File: src/rtl/add_pkg.sv
`default_nettype none
// ============================================================================
// Module      : add_pkg
// Description : Shared defaults and helpers for the pipelined RCA adder family.
// Revision    : 1.0 - initial release
// ============================================================================
package add_pkg;

    localparam int ADD_DEF_WIDTH = 32;
    localparam int ADD_DEF_SEG   = 8;

    // Signed overflow: carry into the MSB disagrees with carry out of it.
    function automatic logic ovf_f(input logic c_msb_in, input logic c_msb_out);
        return c_msb_in ^ c_msb_out;
    endfunction

endpackage
`default_nettype wire

File: src/rtl/add_rca_seg.sv
`default_nettype none
// ============================================================================
// Module      : add_rca_seg
// Description : Combinational SEG_WIDTH-bit ripple of full adders.
// Revision    : 1.0 - initial release
// ============================================================================
module add_rca_seg
    import add_pkg::*;
#(
    parameter int SEG_WIDTH = ADD_DEF_SEG
) (
    input  logic [SEG_WIDTH-1:0] a,
    input  logic [SEG_WIDTH-1:0] b,
    input  logic                 cin,
    output logic [SEG_WIDTH-1:0] sum,
    output logic                 cout,
    output logic                 c_msb
);

    always_comb begin : ripple
        logic [SEG_WIDTH:0] w_carry;
        w_carry    = '0;
        sum        = '0;
        w_carry[0] = cin;
        for (int i = 0; i < SEG_WIDTH; i++) begin
            sum[i]       = a[i] ^ b[i] ^ w_carry[i];
            w_carry[i+1] = (a[i] & b[i]) | (a[i] & w_carry[i]) | (b[i] & w_carry[i]);
        end
        cout  = w_carry[SEG_WIDTH];
        c_msb = w_carry[SEG_WIDTH-1];
    end

endmodule
`default_nettype wire

File: src/rtl/add_rca_pipe.sv
`default_nettype none
// ============================================================================
// Module      : add_rca_pipe
// Description : Pipelined ripple-carry adder/subtractor, one segment per stage,
//               with per-stage valid bits and valid/ready flow control.
// Revision    : 1.0 - initial release
// ============================================================================
module add_rca_pipe
    import add_pkg::*;
#(
    parameter int WIDTH     = ADD_DEF_WIDTH,
    parameter int SEG_WIDTH = ADD_DEF_SEG
) (
    input  logic             clk,
    input  logic             rst_n,
    input  logic             in_valid,
    output logic             in_ready,
    input  logic [WIDTH-1:0] a,
    input  logic [WIDTH-1:0] b,
    input  logic             cin,
    input  logic             sub,
    output logic             out_valid,
    input  logic             out_ready,
    output logic [WIDTH-1:0] sum,
    output logic             c_out,
    output logic             ovf
);

    localparam int STAGES = WIDTH / SEG_WIDTH;

    if (STAGES < 1 || (WIDTH % SEG_WIDTH) != 0) begin : g_param_check
        $error("add_rca_pipe: WIDTH must be a non-zero multiple of SEG_WIDTH");
    end

    logic [STAGES-1:0] w_v;
    logic [STAGES-1:0] w_rdy;

    // A stage may load when it is empty or its successor is moving.
    always_comb begin : rdy_chain
        logic w_next_rdy;
        w_rdy      = '0;
        w_next_rdy = out_ready;
        for (int k = STAGES - 1; k >= 0; k--) begin
            w_rdy[k]   = ~w_v[k] | w_next_rdy;
            w_next_rdy = w_rdy[k];
        end
    end

    assign in_ready = w_rdy[0];

    for (genvar k = 0; k < STAGES; k++) begin : g_stage
        localparam int W_IN = WIDTH - k * SEG_WIDTH;   // operand bits still to add
        localparam int W_LO = (k + 1) * SEG_WIDTH;     // result bits known after this stage

        logic [W_IN-1:0]      w_a_in;
        logic [W_IN-1:0]      w_b_in;
        logic                 w_c_in;
        logic                 w_v_in;
        logic [W_LO-1:0]      w_sum_nxt;
        logic [SEG_WIDTH-1:0] w_seg_sum;
        logic                 w_seg_cout;
        logic                 w_ld;

        logic                 r_v;
        logic                 r_carry;
        logic [W_LO-1:0]      r_sum;

        if (k == 0) begin : g_head
            assign w_a_in    = a;
            assign w_b_in    = b ^ {WIDTH{sub}};
            assign w_c_in    = cin ^ sub;
            assign w_v_in    = in_valid;
            assign w_sum_nxt = w_seg_sum;
        end else begin : g_tail
            assign w_a_in    = g_stage[k-1].g_skew.r_a_hi;
            assign w_b_in    = g_stage[k-1].g_skew.r_b_hi;
            assign w_c_in    = g_stage[k-1].r_carry;
            assign w_v_in    = g_stage[k-1].r_v;
            assign w_sum_nxt = {w_seg_sum, g_stage[k-1].r_sum};
        end

        assign w_ld   = w_rdy[k] & w_v_in;
        assign w_v[k] = r_v;

        always_ff @(posedge clk or negedge rst_n) begin
            if (!rst_n) begin
                r_v     <= 1'b0;
                r_carry <= 1'b0;
                r_sum   <= '0;
            end else if (w_rdy[k]) begin
                r_v <= w_v_in;
                if (w_v_in) begin
                    r_carry <= w_seg_cout;
                    r_sum   <= w_sum_nxt;
                end
            end
        end

        if (k < STAGES - 1) begin : g_skew
            logic [W_IN-SEG_WIDTH-1:0] r_a_hi;
            logic [W_IN-SEG_WIDTH-1:0] r_b_hi;
            logic                      w_c_msb_unused;

            add_rca_seg #(
                .SEG_WIDTH (SEG_WIDTH)
            ) u_seg (
                .a     (w_a_in[SEG_WIDTH-1:0]),
                .b     (w_b_in[SEG_WIDTH-1:0]),
                .cin   (w_c_in),
                .sum   (w_seg_sum),
                .cout  (w_seg_cout),
                .c_msb (w_c_msb_unused)
            );

            always_ff @(posedge clk or negedge rst_n) begin
                if (!rst_n) begin
                    r_a_hi <= '0;
                    r_b_hi <= '0;
                end else if (w_ld) begin
                    r_a_hi <= w_a_in[W_IN-1:SEG_WIDTH];
                    r_b_hi <= w_b_in[W_IN-1:SEG_WIDTH];
                end
            end
        end else begin : g_last
            logic w_c_msb;
            logic r_ovf;

            add_rca_seg #(
                .SEG_WIDTH (SEG_WIDTH)
            ) u_seg (
                .a     (w_a_in[SEG_WIDTH-1:0]),
                .b     (w_b_in[SEG_WIDTH-1:0]),
                .cin   (w_c_in),
                .sum   (w_seg_sum),
                .cout  (w_seg_cout),
                .c_msb (w_c_msb)
            );

            always_ff @(posedge clk or negedge rst_n) begin
                if (!rst_n) begin
                    r_ovf <= 1'b0;
                end else if (w_ld) begin
                    r_ovf <= ovf_f(w_c_msb, w_seg_cout);
                end
            end
        end
    end

    // Outputs are taken straight from the last stage registers.
    assign out_valid = g_stage[STAGES-1].r_v;
    assign sum       = g_stage[STAGES-1].r_sum;
    assign c_out     = g_stage[STAGES-1].r_carry;
    assign ovf       = g_stage[STAGES-1].g_last.r_ovf;

endmodule
`default_nettype wire

File: config.mk
export PLATFORM = sky130hd
export DESIGN_NAME = add_rca_pipe
export DESIGN_NICKNAME = d
export VERILOG_FILES = /design/src/rtl/add_pkg.sv /design/src/rtl/add_rca_seg.sv /design/src/rtl/add_rca_pipe.sv
export SDC_FILE = /design/constraint.sdc
export NUM_CORES = 1
export LEC_CHECK = 0
export BUFFER_PORTS_ARGS = -buffer_cell sky130_fd_sc_hd__buf_2
export CELL_PAD_IN_SITES_DETAIL_PLACEMENT = 1
export CELL_PAD_IN_SITES_GLOBAL_PLACEMENT = 1
export CORE_UTILIZATION = 52
export CTS_CLUSTER_DIAMETER = 30
export CTS_CLUSTER_SIZE = 14
export DETAILED_ROUTE_END_ITERATION = 8
export PLACE_DENSITY = 0.86
export SLEW_MARGIN = 25
export SYNTH_ARGS = -nofsm -noshare
export SYNTH_HDL_FRONTEND = slang
export SYNTH_SLANG_ARGS = --single-unit
File: constraint.sdc
create_clock -name clk -period 7.2 [get_ports clk]
set_input_delay 1.08 -clock clk [delete_from_list [all_inputs] [get_ports clk]]
set_output_delay 1.08 -clock clk [all_outputs]
set_load 0.1 [all_outputs]
# Yosys cells after proc, flatten, opt, wreduce, memory -nomap -nowiden
# Cells that the tools add are included.
[op_classes] n_bitwise=239 reduce_logical=4
[op_table] op="AND 1 bit" n=100
[op_table] op="OR 1 bit" n=68
[op_table] op="XOR 1 bit" n=66
[op_table] op="XOR 32 bit" n=1
[op_table] op="AND reduction 2 bit" n=4
[op_table] op="inverter 1 bit" n=4
[totals] input_bits=70 out_inout_bits=36 ff_bits=185 wordCells=262

# Logic depth before layout (Yosys ltp)
# Gate-level depths: netlist of the first run.
[logic_depth] ltp_word=25 mapped_depth=14 mapped_depth_nobuf=13

# By module
# A second synthesis of the first run with hierarchy kept.
[unflattened] hier_cells=507 hier_area_um2=8091.5
[by_module_without_submodules] mod="add_rca_pipe" seq_area_each_um2=4629.4 cells_per_inst=435 instances=1 area_each_um2=7300.8
[by_module_without_submodules] mod="add_rca_seg" seq_area_each_um2=0.0 cells_per_inst=18 instances=4 area_each_um2=197.7

# Worst setup path before layout of the first run
# No wires, ideal clock.
[synth_path] kind="input port to flip-flop" from="input port sub" to="register g_stage[0].r_sum[7]" stages=14 t_arrival_ns=4.907 required_time_ns=7.073 setup_ns=0.127 n_path_buf=2 setup_slack_ns=2.166 cell_sequence="buf_2 -> buf_2 -> xor2_1 -> fa_1 -> fa_1 -> inv_1 -> fa_1 -> fa_1 -> fa_1 -> fa_1 -> fa_1 -> inv_1 -> fa_1 -> mux2_1"
[synth_via] elab_chain_len=23 elab_cells_between_ends=39 cone_classes="39 x bitwise"
[synth_rtl] item="from (decl)" line_no="add_rca_pipe.sv:21" source="input logic sub,"
[synth_rtl] item="XOR 32 bit / XOR 1 bit (equally long branches)" line_no="add_rca_pipe.sv:70, add_rca_pipe.sv:71"
[synth_rtl] item="AND 1 bit" line_no="add_rca_seg.sv:27" source="w_carry[i+1] = (a[i] & b[i]) | (a[i] & w_carry[i]) | (b[i] & w_carry[i]);"
[synth_rtl] item="OR 1 bit (2 in a row)" line_no="add_rca_seg.sv:27"
[synth_rtl] item="AND 1 bit" line_no="add_rca_seg.sv:27"
[synth_rtl] item="OR 1 bit (2 in a row)" line_no="add_rca_seg.sv:27"
[synth_rtl] item="AND 1 bit" line_no="add_rca_seg.sv:27"
[synth_rtl] item="OR 1 bit (2 in a row)" line_no="add_rca_seg.sv:27"
[synth_rtl] item="AND 1 bit" line_no="add_rca_seg.sv:27"
[synth_rtl] item="OR 1 bit (2 in a row)" line_no="add_rca_seg.sv:27"
[synth_rtl] item="AND 1 bit" line_no="add_rca_seg.sv:27"
[synth_rtl] item="OR 1 bit (2 in a row)" line_no="add_rca_seg.sv:27"
[synth_rtl] item="AND 1 bit" line_no="add_rca_seg.sv:27"
[synth_rtl] item="OR 1 bit (2 in a row)" line_no="add_rca_seg.sv:27"
[synth_rtl] item="AND 1 bit" line_no="add_rca_seg.sv:27"
[synth_rtl] item="OR 1 bit (2 in a row)" line_no="add_rca_seg.sv:27"
[synth_rtl] item="XOR 1 bit *" line_no="add_rca_seg.sv:26" source="sum[i] = a[i] ^ b[i] ^ w_carry[i];"
[synth_rtl] item="via g_stage[0].g_skew.u_seg.sum[7]" line_no="add_rca_seg.sv:15" source="output logic [SEG_WIDTH-1:0] sum,"
[synth_rtl] item="to (signal assigned)" line_no="add_rca_pipe.sv:94" source="r_sum <= w_sum_nxt;"
[synth_rtl] item="to (decl)" line_no="add_rca_pipe.sv:66" source="logic [W_LO-1:0] r_sum;"
# Mark *: on every way through the listed nets, which the timed path passes. The rest lies on a longest branch.
# A chain may end at the register's enable or synchronous reset.

# Worst setup path after layout of the first run
# Same ends and word-level chain as after synthesis.

==> run metrics, run 1 <==
status=finished, final reports clean; GPL Wtd Cong=0.747; Total Routing Usage GR=21.4%; type of origin of the critical path=input pin; Worst Hold Class=register to register; crit-path max FO=33; Worst path slowest cell=buf_4; top cells by area, synth=dfrtp_1 58%, mux2_2 20%, fa_1 8.0%, mux2_1 3.2%, xor2_1 2.9%; Yosys top cell by area=dfrtp_1; r2r startpoint=g_stage[2].g_skew.r_a_hi[0]; relative slew slack=33.9%; sequential share of the synthesized area=58.0%; DIE WIDTH=126 µm; vias in the first global route=4,955; Cell Chain, Critical Path=buf_2 -> buf_4 -> xor2_1 -> fa_1 -> fa_1 -> inv_1 -> fa_1 -> fa_1 -> fa_1 -> fa_1 -> fa_1 -> inv_1 -> fa_1 -> mux2_1; Worst R2R Setup Slack=3.33 ns; Mapped Cells=507; Max Buffers Root-to-Sink=2; setup TNS=0 ns; Area Growth Syn to Fin=16.1%; Synth Warn #=0; clock transition at the registers of the reported paths=0.07 ns; Fmax achieved=202 MHz; most used cell along the critical path=fa_1; Pwr Density=467 nW/µm²; Residual DRC=0; total inserted antenna cells=0; Final setup violation count=0; maxcap violations=0; Post-synth EDFFs=0; Worst Setup Path Type=input pin to register; Final Hold Viols=0; hold endpoint=g_stage[0].r_sum[1]; # rows=44; IO Port Bufs=105; CTS resizes=0; hold path start=g_stage[0].r_sum[1]; top cells by count, synth=185 x dfrtp_1, 142 x mux2_2, 40 x inv_1, 32 x fa_1, 26 x xor2_1; Worst setup EP type=register; r2r endpoint=ovf; final WL=15,100 µm; initial antenna violation count=1; #FFs+latches synth=185; CTS Sinks=185; Critical Path AT=5.25 ns; Boundary Pins=106; most frequent cell after synthesis=dfrtp_1; HPWL Detailed=10,000 µm; per-cell routed wire length=18.6 µm; Mapped Area=7980 µm²; CP Data Required Time=7.51 ns; maximum VDD drop=0.420 mV; RSZ-0062 raised after global routing=no; area share of the largest cell type after synthesis=58.0%; Slew Limit Fails=0; Syn Nets=609; Post-Syn Area per Cell=15.7 µm²; worst skew pair latency=0.42 ns; Synth Flop Type=dfrtp_1; DIE AREA=15,800 µm²; leak pwr=4.27 nW; ratio of cells with drive above 1 in the final layout=46.1%; Die Y=126 µm; Fin Clk Skew=0.0129 ns; Largest delay share family, worst path=adder cells; largest net degree at the start of global routing=102; period utilization=68.6%; worst slew pin tran=0.989 ns; Num CTS Buffers=17; Core ar.=14,800 µm²; hold path cells=1; CTS tree=built; post-synth cell types=18; worst-case reg-to-reg path depth=13; Vias=4,264; clock period minus worst slack=4.94 ns; Vias/cell=5.26; initial core utilization=54.1%; Iteration-0 DRC Markers=231; Hold Slack=0.489 ns; antenna viol nets, final=0; H-tree levels=4; Async S/R FF share, synth=100%; CTS Hold Buffers Added=0; total gr overflow=0; layout net count=716; slowest stage delay, CP=0.46 ns; Root Buffer=clkbuf_16; Post-CTS Setup Repair Bufs=0; total iterations of the first detailed-routing run=3; first-pass GRT wire length=25,900 µm; Buf/Inv on CP=4
## cell type report
| class | count | area [µm²] |
|---|---|---|
| repair buffers | 110 | 576 |
| flip-flops and latches | 185 | 4630 |
| clock buffers | 19 | 443 |
| fillers | 1378 | 5490 |
| multi-input cells | 260 | 3060 |
| well taps | 184 | 230 |
| inverters | 40 | 150 |
| clock inverters | 13 | 176 |
## per-layer routing
metal / routed length (µm) / up-vias / track usage (%)
li1: - / 1904 / -
met1: 6240 / 2277 / 26.2
met2: 8230 / 70 / 38.3
met3: 528 / 13 / 5.27
met4: 126 / 0 / 4.89
met5: 0 / - / 0
## where the power goes
group / internal, mW / switching, mW / total, mW
logic: 0.551 / 1.14 / 1.69
registers: 1.43 / 0.232 / 1.66
clock network: 0.588 / 0.387 / 0.975
total: 2.57 / 1.76 / 4.32
## registers in the layout, indices dropped and copies added, names as in the netlist
name / flops
g_stage.r_v: 3
g_stage.g_skew.r_a_hi: 48
sum: 32
c_out: 1
g_stage.g_skew.r_b_hi: 48
g_stage.r_sum: 48
g_stage.r_carry: 3
ovf: 1
out_valid: 1
## cell families (layout without fill, tap and decap cells)
| group | Yosys count | in the layout | synth area share (%) |
|---|---|---|---|
| compound gates | 1 | 1 | 0.110 |
| flops | 185 | 185 | 58.0 |
| fa+ha+maj | 32 | 32 | 8.03 |
| xor+xnor | 34 | 34 | 3.73 |
| buf+inv | 62 | 182 | 3.82 |
| simple gates | 12 | 12 | 1.02 |
| mux | 181 | 181 | 25.3 |
## placed cells by master (no fill, tap or decap)
cell type	netlist	layout
clkinv_4	0	1
bufinv_16	0	4
buf_4	4	4
nand2_1	4	1
o21ai_4	0	1
nand2b_1	5	5
xnor2_1	8	8
inv_1	40	40
nand2_2	0	3
nand4b_1	1	1
clkinvlp_4	0	3
mux2i_1	16	16
clkbuf_1	0	1
mux2_2	142	142
clkbuf_16	0	17
nand3b_4	1	1
fa_1	32	32
mux2_1	23	23
clkinv_2	0	5
buf_2	13	104
buf_6	4	1
dfrtp_1	185	185
clkbuf_8	0	2
or2_2	1	1
xor2_1	26	26
## how the worst max path moves through the flow
| stage | startpoint | end | cells after the start |
|---|---|---|---|
| finish | sub | g_stage[0].r_sum[7] | 14 |
| global route | sub | g_stage[0].r_sum[7] | 14 |
| CTS | sub | g_stage[0].r_sum[7] | 14 |
| detailed placement | sub | g_stage[0].r_sum[7] | 14 |
| global placement | sub | g_stage[0].r_sum[7] | 14 |
| floorplan | sub | g_stage[0].r_sum[7] | 14 |
## through the flow
stage / utilization (%) / area, µm² / cells / power [mW] / setup slack [ns]
after floorplan: - / 7980 / 507 / 2.98 / 2.17
after global placement: 58.6 / 8640 / 779 / 3.26 / 1.90
after detailed placement: 58.6 / 8640 / 779 / 3.39 / 1.75
after CTS: 62.8 / 9260 / 811 / 4.38 / 2.20
after global routing: 62.8 / 9270 / 811 / 4.56 / 2.06
final: 62.8 / 9270 / 811 / 4.32 / 2.26
(Power assumes the default switching activity.)
==> run 2: changes to the inputs <==
- CORE_UTILIZATION: 52 -> 48
- PLACE_DENSITY: 0.86 -> 0.8
- clock period: 7.2 -> 5 ns (I/O delays scaled with it)
==> run 2 against run 1 <==
Critical path depth decreased by 1. Flip-flop and latch count stayed put. Clock power up 36%. Setup slack worse by 1.5 ns. Power up 42%. Non-clock buffer count did not move. Hold slack worse by 0.037 ns. Wire length is 4.4% higher. Die area rose by 8.2%. Largest power group unchanged. Critical endpoint unchanged. Global-route usage shrank 0.60 points. Final cell count up 3.9%. Clock skew rose by 0.00078 ns.
==> run metrics, run 2 (synthesis results as in run 1) <==
DIE AREA=17,100 µm² (+8.2%); CTS resizes=0 (unchanged); total inserted antenna cells=0 (unchanged); most frequent cells in the layout=185 x dfrtp_1, 142 x mux2_2, 104 x buf_2; Worst setup EP type=register; Core ar.=16,100 µm² (+8.8%); Critical Path AT=4.57 ns (-0.68 ns); largest net degree at the start of global routing=111 (+8.8%); Pwr Density=664 nW/µm² (+42%); maximum VDD drop=0.567 mV (+35%); worst skew pair latency=0.42 ns (about the same); HPWL Detailed=10,400 µm (+3.4%); Fmax achieved=234 MHz; GPL Wtd Cong=0.711 (-4.8%); Psw=2.52 mW (+44%); Residual DRC=0 (unchanged); CTS Sinks=185 (unchanged); worst slew pin tran=0.990 ns (+0.00155 ns); Worst path slowest cell=fa_1; maxcap violations=0 (unchanged); antenna viol nets, final=0 (unchanged); CTS tree=built; Worst Hold Class=input pin to asynchronous set/reset pin; Vias/cell=5.02 (-4.5%); total iterations of the first detailed-routing run=4 (+1); Buf/Inv on CP=3 (-1); Total Routing Usage GR=20.8% (-0.60 points); P_int=3.64 mW (+42%); per-cell routed wire length=18.7 µm (+0.42%); relative slew slack=33.7% (-0.10 points); period utilization=85.4%; first-pass GRT wire length=26,000 µm (+0.32%); setup TNS=0 ns (unchanged); slowest stage delay, CP=0.44 ns (-0.02 ns); Largest delay share family, worst path=adder cells; type of origin of the critical path=input pin; Fin Clk Skew=0.0137 ns (+0.000783 ns); r2r endpoint=ovf; Slew Limit Fails=0 (unchanged); clock transition at the registers of the reported paths=0.06 ns (about the same); leak pwr=4.26 nW (-0.32%); r2r startpoint=g_stage[2].r_carry; Num CTS Buffers=17 (unchanged); initial antenna violation count=0 (-1); Vias=4,232 (-0.75%); Net Sw Frac=40.9% (+0.32 points); RSZ-0062 raised after global routing=no; Gate power share=39.5% (+0.5 points); DIE WIDTH=131 µm (+4.0%); crit-path max FO=8 (-76%); layout net count=716 (unchanged); clock power share=21.6% (-0.9 points); fill count=1,542 (+12%); Die Y=131 µm (+4.0%); Cell Chain, Critical Path=buf_2 -> xor2_1 -> fa_1 -> fa_1 -> inv_1 -> fa_1 -> fa_1 -> fa_1 -> fa_1 -> fa_1 -> inv_1 -> fa_1 -> mux2_1; Top Registers=g_stage.g_skew.r_a_hi x48, g_stage.g_skew.r_b_hi x48, g_stage.r_sum x48; sequential share of power=38.8% (+0.4 points); Max Buffers Root-to-Sink=2 (unchanged); Worst Setup Path Type=input pin to register; total gr overflow=0 (unchanged); CP Data Required Time=5.31 ns (-2.20 ns); H-tree levels=4 (unchanged); initial core utilization=49.7% (-4.4 points); Final WS setup=0.732 ns (-1.53 ns); most common cell after layout, fill and taps aside=dfrtp_1; Final setup violation count=0 (unchanged); CTS Hold Buffers Added=0 (unchanged); Final Hold Viols=0 (unchanged); clock period minus worst slack=4.27 ns; Post-CTS Setup Repair Bufs=0 (unchanged); Boundary Pins=106 (unchanged); IO Port Bufs=105 (unchanged); ratio of cells with drive above 1 in the final layout=45.6% (-0.48 points); status=finished, final reports clean; Worst R2R Setup Slack=1.07 ns (-2.26 ns); DP Worst Slack=0.238 ns (-1.52 ns); # rows=46 (+4.5%); vias in the first global route=4,924 (-0.63%); Final Util=57.8% (-5.1 points); most used cell along the critical path=fa_1; Area Growth Syn to Fin=16.2% (about the same); worst-case reg-to-reg path depth=13 (unchanged); Root Buffer=clkbuf_16; Iteration-0 DRC Markers=169 (-27%); final WL=15,800 µm (+4.4%)
run 2: layout make-up:
| class | instances | area, µm² | share of cell area (%) |
|---|---|---|---|
| clock inverter | 7 | 90.1 | 0.971 |
| tap | 216 | 270 | 2.91 |
| clock buffer | 25 | 495 | 5.34 |
| multi-input combinational | 260 | 3070 | 33.1 |
| inverter | 40 | 150 | 1.62 |
| sequential | 185 | 4630 | 49.9 |
| timing repair buffer | 110 | 572 | 6.17 |
run 2: worst max-delay path by stage:
| stage | slack (ns) | cells past startpoint | endpoint | from |
|---|---|---|---|---|
| detailed placement | 0.24 | 13 | g_stage[0].r_sum[7] | sub |
| CTS | 0.69 | 13 | g_stage[0].r_sum[7] | sub |
| floorplan | 0.30 | 14 | g_stage[0].r_sum[7] | sub |
| global route | 0.49 | 13 | g_stage[0].r_sum[7] | sub |
| global placement | 0.32 | 13 | g_stage[0].r_sum[7] | sub |
| finish | 0.73 | 13 | g_stage[0].r_sum[7] | sub |
run 2: metal layers:
| metal | vias up | wire length [µm] | global-route usage [%] | part of all wire (%) |
|---|---|---|---|---|
| met2 | 77 | 8490 | 37.2 | 54 |
| met1 | 2242 | 6610 | 24.9 | 42 |
| met4 | 0 | 150 | 5.88 | 0.95 |
| met5 | - | 0 | 0 | 0 |
| met3 | 15 | 527 | 5.21 | 3.3 |
| li1 | 1898 | - | - | - |
run 2: stage by stage:
stage | hold slack [ns] | total power, mW | std cells | cell area, µm²
final | 0.453 | 6.16 | 843 | 9270
after detailed placement | 0.481 | 4.87 | 811 | 8690
after global placement | 0.473 | 4.72 | 811 | 8680
after floorplan | 0.454 | 4.30 | 507 | 7980
after global routing | 0.498 | 6.51 | 843 | 9270
after CTS | 0.481 | 6.25 | 843 | 9270
run 2: power groups by stage:
stage	clock (mW)	combinational, mW	sequential [mW]
2_1_floorplan	0	0.947	3.35
3_3_place_gp	0	2.35	2.37
3_5_place_dp	0	2.45	2.42
4_1_cts	1.37	2.48	2.40
5_1_grt	1.42	2.62	2.48
6_report	1.33	2.44	2.39
